## config.mk

```make
export PLATFORM = sky130hd
export DESIGN_NAME = wb_arbiter_flat
export DESIGN_NICKNAME = d
export VERILOG_FILES = /design/src/rtl/wb_arbiter_if.sv /design/src/rtl/wb_arbiter.sv /design/src/flat_wrapper.sv
export SDC_FILE = /design/constraint.sdc
export NUM_CORES = 1
export LEC_CHECK = 0
export CAP_MARGIN = 20
export CORE_ASPECT_RATIO = 1.4
export CORE_MARGIN = 10
export CORE_UTILIZATION = 25
export CTS_CLUSTER_DIAMETER = 60
export DETAILED_ROUTE_END_ITERATION = 8
export PLACE_DENSITY = 0.56
export SETUP_SLACK_MARGIN = 0.05
export SYNTH_ARGS = -nofsm -noshare
export SYNTH_HDL_FRONTEND = slang
export SYNTH_SLANG_ARGS = --single-unit
```

## constraint.sdc

```tcl
create_clock -name clk -period 6.3 [get_ports clk]
set_clock_uncertainty 0.1 [all_clocks]
set_input_delay 1.89 -clock clk [delete_from_list [all_inputs] [get_ports clk]]
set_output_delay 1.89 -clock clk [all_outputs]
set_load 0.005 [all_outputs]
```

## src/rtl/wb_arbiter_if.sv

```systemverilog
// Register-file writeback bus between the result sources and the wb_arbiter.
// The issue/pending scoreboard signals exist only when WB_SCOREBOARD_EN is defined.
interface wb_arbiter_if #(
   parameter int DATA_WIDTH    = 32,
   parameter int ADDRESS_WIDTH = 5
);
   logic                     src0_valid;
   logic [ADDRESS_WIDTH-1:0] src0_rd;
   logic [DATA_WIDTH-1:0]    src0_data;

   logic                     src1_valid;
   logic                     src1_ready;
   logic [ADDRESS_WIDTH-1:0] src1_rd;
   logic [DATA_WIDTH-1:0]    src1_data;

   logic                     we;
   logic [ADDRESS_WIDTH-1:0] A3;
   logic [DATA_WIDTH-1:0]    WD;

`ifdef WB_SCOREBOARD_EN
   logic                        issue_valid;
   logic [ADDRESS_WIDTH-1:0]    issue_rd;
   logic [(1<<ADDRESS_WIDTH)-1:0] pending;
`endif

   modport master (
      output src0_valid, src0_rd, src0_data,
      output src1_valid, src1_rd, src1_data,
      input  src1_ready,
      input  we, A3, WD
`ifdef WB_SCOREBOARD_EN
      , output issue_valid, issue_rd
      , input  pending
`endif
   );

   modport slave (
      input  src0_valid, src0_rd, src0_data,
      input  src1_valid, src1_rd, src1_data,
      output src1_ready,
      output we, A3, WD
`ifdef WB_SCOREBOARD_EN
      , input  issue_valid, issue_rd
      , output pending
`endif
   );
endinterface

```

## src/rtl/wb_arbiter.sv

```systemverilog
// Writeback arbiter: single-cycle src0 vs. 2-deep FIFO of multicycle src1 results,
// with starvation guard. Define WB_SCOREBOARD_EN to add the pending-register scoreboard.
module wb_arbiter #(
   parameter int DATA_WIDTH    = 32,
   parameter int ADDRESS_WIDTH = 5,
   parameter int STARVE_LIMIT  = 4
) (
   input  logic         clk,
   input  logic         res,
   wb_arbiter_if.slave  bus
);
   localparam int SW = $clog2(STARVE_LIMIT + 1);
   localparam logic [SW-1:0] STARVE_MAX = SW'(STARVE_LIMIT);

   logic [1:0]               count;
   logic                     wr_ptr;
   logic                     rd_ptr;
   logic [ADDRESS_WIDTH-1:0] fifo_rd   [2];
   logic [DATA_WIDTH-1:0]    fifo_data [2];
   logic [SW-1:0]            starve;

   logic                     fifo_ne;
   logic                     force_src1;
   logic                     sel_src0;
   logic                     sel_fifo;
   logic                     push;
   logic                     win;
   logic                     win_we;
   logic [ADDRESS_WIDTH-1:0] win_rd;
   logic [DATA_WIDTH-1:0]    win_data;

   // Ready looks only at the registered count, so a full FIFO that pops stays not-ready.
   assign bus.src1_ready = (count != 2'd2);

   always_comb begin
      fifo_ne    = (count != 2'd0);
      force_src1 = fifo_ne && (starve == STARVE_MAX);
      sel_src0   = bus.src0_valid && !force_src1;
      sel_fifo   = fifo_ne && !sel_src0;
      push       = bus.src1_valid && bus.src1_ready;
      win        = sel_src0 || sel_fifo;
      win_rd     = sel_src0 ? bus.src0_rd   : fifo_rd[rd_ptr];
      win_data   = sel_src0 ? bus.src0_data : fifo_data[rd_ptr];
      win_we     = win && (win_rd != '0);
   end

   always_ff @(posedge clk or posedge res) begin
      if (res) begin
         count        <= 2'd0;
         wr_ptr       <= 1'b0;
         rd_ptr       <= 1'b0;
         fifo_rd[0]   <= '0;
         fifo_rd[1]   <= '0;
         fifo_data[0] <= '0;
         fifo_data[1] <= '0;
         starve       <= '0;
         bus.we       <= 1'b0;
         bus.A3       <= '0;
         bus.WD       <= '0;
      end else begin
         if (push) begin
            fifo_rd[wr_ptr]   <= bus.src1_rd;
            fifo_data[wr_ptr] <= bus.src1_data;
            wr_ptr            <= ~wr_ptr;
         end
         if (sel_fifo) begin
            rd_ptr <= ~rd_ptr;
         end
         count <= count + {1'b0, push} - {1'b0, sel_fifo};

         // Only src0 beating a waiting FIFO head counts as starvation.
         if (sel_src0 && fifo_ne) begin
            if (starve != STARVE_MAX) begin
               starve <= starve + 1'b1;
            end
         end else begin
            starve <= '0;
         end

         bus.we <= win_we;
         if (win_we) begin
            bus.A3 <= win_rd;
            bus.WD <= win_data;
         end
      end
   end

`ifdef WB_SCOREBOARD_EN
   localparam int NREG = 1 << ADDRESS_WIDTH;
   localparam logic [NREG-1:0] R0_MASK = {{(NREG-1){1'b1}}, 1'b0};

   logic [NREG-1:0] pend_set;
   logic [NREG-1:0] pend_clr;

   always_comb begin
      pend_set = '0;
      pend_clr = '0;
      if (bus.issue_valid) begin
         pend_set[bus.issue_rd] = 1'b1;
      end
      if (win_we) begin
         pend_clr[win_rd] = 1'b1;
      end
   end

   // Clear lands on the edge that presents the write; a same-edge issue wins.
   always_ff @(posedge clk or posedge res) begin
      if (res) begin
         bus.pending <= '0;
      end else begin
         bus.pending <= ((bus.pending & ~pend_clr) | pend_set) & R0_MASK;
      end
   end
`endif

endmodule

```

## src/flat_wrapper.sv

```systemverilog
// flat-port wrapper written by rule: the top's interface ports become plain ports
module wb_arbiter_flat 
#(
   parameter int DATA_WIDTH    = 32,
   parameter int ADDRESS_WIDTH = 5,
   parameter int STARVE_LIMIT  = 4
)
  (clk, res, bus_src0_valid, bus_src0_rd, bus_src0_data, bus_src1_valid, bus_src1_rd, bus_src1_data, bus_src1_ready, bus_we, bus_A3, bus_WD);
  wb_arbiter_if #(.DATA_WIDTH(DATA_WIDTH), .ADDRESS_WIDTH(ADDRESS_WIDTH)) bus_i ();
  input  logic clk;
  input  logic res;
  input wire logic [$bits(bus_i.src0_valid)-1:0] bus_src0_valid;
  input wire logic [$bits(bus_i.src0_rd)-1:0] bus_src0_rd;
  input wire logic [$bits(bus_i.src0_data)-1:0] bus_src0_data;
  input wire logic [$bits(bus_i.src1_valid)-1:0] bus_src1_valid;
  input wire logic [$bits(bus_i.src1_rd)-1:0] bus_src1_rd;
  input wire logic [$bits(bus_i.src1_data)-1:0] bus_src1_data;
  output wire logic [$bits(bus_i.src1_ready)-1:0] bus_src1_ready;
  output wire logic [$bits(bus_i.we)-1:0] bus_we;
  output wire logic [$bits(bus_i.A3)-1:0] bus_A3;
  output wire logic [$bits(bus_i.WD)-1:0] bus_WD;
  assign bus_i.src0_valid = bus_src0_valid;
  assign bus_i.src0_rd = bus_src0_rd;
  assign bus_i.src0_data = bus_src0_data;
  assign bus_i.src1_valid = bus_src1_valid;
  assign bus_i.src1_rd = bus_src1_rd;
  assign bus_i.src1_data = bus_src1_data;
  assign bus_src1_ready = bus_i.src1_ready;
  assign bus_we = bus_i.we;
  assign bus_A3 = bus_i.A3;
  assign bus_WD = bus_i.WD;
  wb_arbiter #(.DATA_WIDTH(DATA_WIDTH), .ADDRESS_WIDTH(ADDRESS_WIDTH), .STARVE_LIMIT(STARVE_LIMIT)) u_core (.clk(clk), .res(res), .bus(bus_i));
endmodule
```

==> out/metrics.cfg <==
[clock_network]
cts_hold_buf=0
cts_sinks=119
numCtsBuffers=17
ctsResizeCount=0
htreeDepth=4
clockBufferDepth=2
root_buffer=clkbuf_16
cts_tree=done
path_clk_slew_ns=0.06
clkLatencyLatePin_ns=0.40
cts_setup_buffers=0

[setup_path]
critPathBufInv=2
reg2reg_setup_slack_ns=3.43
crit_type=input port to flop
r2r_end=u_core.bus.WD[24]
critPathArrivalTime_ns=4.17
cpMaxStageDelayCell=or4_1
cpPeakStageDelay_ns=0.54
startpoint_type=input port
cpLargestDelayFamily=simple AND/OR/NAND/NOR gates
cp_cell_sequence=clkdlybuf4s50_1, or4_1, nor4_1, nor3_4, buf_4, mux2_4
cp_data_required_time_ns=6.49
worstPathMaxFanout=37
end_kind=flop
r2r-start=u_core.rd_ptr
r2r_cells=6

[yosys]
yosysTopAreaCellShare=0.538
yosysSeqAreaShare=0.538
yosys.area.top_type=dfrtp_1
async_flop_share=1.00
synth_cell_types=31
syn_area_per_cell_um2=14.8
yosysMostFrequentCell=mux2_2
yosys_warnings=0
yosys-top-cells-area=dfrtp_1 (54%), mux2_2 (30%), mux2_4 (6.8%)
netlist_instances=373
yosys_register_bits=119
synth_fp_nets=455
synth-main-ff-cell=dfrtp_1
syn-cell-area_um2=5530
synth_top_cells_by_count=mux2_2 (145), dfrtp_1 (119), mux2_4 (25), inv_1 (11)
synth-edff-count=0

[die]
die_w_um=146
fp.dieArea_um2=28600
core_um2=21900
io_pins=117
initial_core_util=0.253
die_h_um=196
std_cell_rows=64

[sta]
fin_crit_sh=0.631
fin_tns_setup_ns=0
hold_slack_ns=0.381
setup_viol=0
drv_slew=0
slew_headroom=0.320
period_minus_slack_ns=3.98
rsz0062_at_grt=false
tightest_slew_ns=1.02
max_freq_ghz=0.252
hold_violations=0

[grt]
grt_util_met3=0.0306
use_met1=0.109
grt_first_pass_wirelength_um=22600
grt_max_degree=47
grt-ovfl-total=0
grt_pass1_vias=4097
globalRouteTotalUtil=0.0993
grt-busiest-layer=met2
met2_usage=0.175
antenna_found_initial=1

[power_and_ir_drop]
p_leak_nw=3.23
max-vdd-ir-drop_mv=0.230
powerDensity_nw_per_um2=517

[placed_design]
dp_hpwl_um=9600
gp_congestion=0.739
portBuffers=116

[route]
drc=0
wl_um=13800
detail-route-antenna-nets=0
drt_first_pass_iters=4
wl_per_cell_um=17.1
num_vias=3475
dr.first_iter.drc_count=64
vias_per_cell=4.31

[layout]
diodes=0
final_util=0.352
areaGrowthSynthToFinish_pct=39.2
fillers=2105
drive_gt1_frac=0.422
nets=578

[worst_hold_path]
min-delay-start=u_core.starve[0]
hold_end=u_core.starve[0]
hold_depth=1
hold_path_class=flop to flop

[job]
cap_violations=0

[status]
status=finished, final reports clean

[metal layers]
metal | vias to the layer above | routed length [µm]
met3 | 8 | 670
li1 | 1600 | -
met5 | - | 13
met1 | 1787 | 5510
met4 | 2 | 136
met2 | 78 | 7440
[flip-flops by register name, summed over array words and instances, names as in the netlist]
signal / cells
u_core.rd_ptr: 1
u_core.bus.WD: 32
u_core.bus.A3: 5
u_core.fifo_data: 64
u_core.wr_ptr: 1
u_core.starve: 3
u_core.bus.we: 1
u_core.count: 2
u_core.fifo_rd: 10
[placed cells by master, fill, tap and decap left out, types with 2 or more instances in the layout]
cell type        instances
o22ai_1                  4
or3_1                    3
clkdlybuf4s50_1        116
xnor2_1                  4
clkbuf_8                 2
mux2i_1                  5
buf_4                    6
bufinv_16                5
a222oi_1                 2
or4_1                    2
mux2_2                 145
ha_1                     4
dfrtp_1                118
inv_6                    4
mux2_4                  25
inv_1                   10
clkinv_4                 2
nor3_1                   4
o21ai_0                 10
clkbuf_16               17
[how the worst max path moves through the flow]
| stage | from | endpoint | slack [ns] | cells past startpoint |
|---|---|---|---|---|
| after floorplan | res | u_core.bus.A3[0] | 1.15 | 1 |
| after global placement | bus_src0_rd[3] | u_core.bus.WD[24] | 2.00 | 6 |
| after detailed placement | bus_src0_rd[3] | u_core.bus.WD[26] | 1.93 | 6 |
| after CTS | bus_src0_rd[3] | u_core.bus.WD[24] | 2.36 | 6 |
| after global routing | bus_src0_rd[2] | u_core.bus.WD[22] | 2.27 | 6 |
| final | bus_src0_rd[2] | u_core.bus.WD[24] | 2.32 | 6 |
[through the flow]
step                      setup slack [ns]  instances  total power [W]  area [µm²]
final                                 2.32        806          0.00398        7700
after global routing                  2.27        806          0.00424        7700
after CTS                             2.36        806          0.00407        7700
after detailed placement              1.93        774          0.00294        7030
after global placement                2.00        774          0.00287        7030
after floorplan                       1.15        373          0.00236        5530
[power by group]
group          total (W)  leakage [nW]  switching [W]  internal (W)
Sequential       0.00137          1.40       0.000212       0.00116
Combinational    0.00152          1.50       0.000532      0.000984
Clock            0.00109         0.325       0.000365      0.000729
[cells by family after synthesis]
logic type | after synthesis | synth area share
adders and majority gates | 4 | 0.00905
buffers and inverters | 29 | 0.0249
AOI/OAI and AO/OA | 20 | 0.0228
muxes | 175 | 0.372
DFF | 119 | 0.538
xor gates and xnor gates | 5 | 0.00792
and+or+nand+nor | 21 | 0.0249
[layout make-up]
class                           instances  area, µm²  area share
Timing Repair Buffer                  122       1210       0.157
Inverter                               11       43.8     0.00569
Tap cell                              297        372      0.0483
Sequential cell                       119       2980       0.387
Clock inverter                         13        215      0.0279
Multi-Input combinational cell        225       2430       0.316
Clock buffer                           19        453      0.0588
Power figures use the tool's default switching activity.
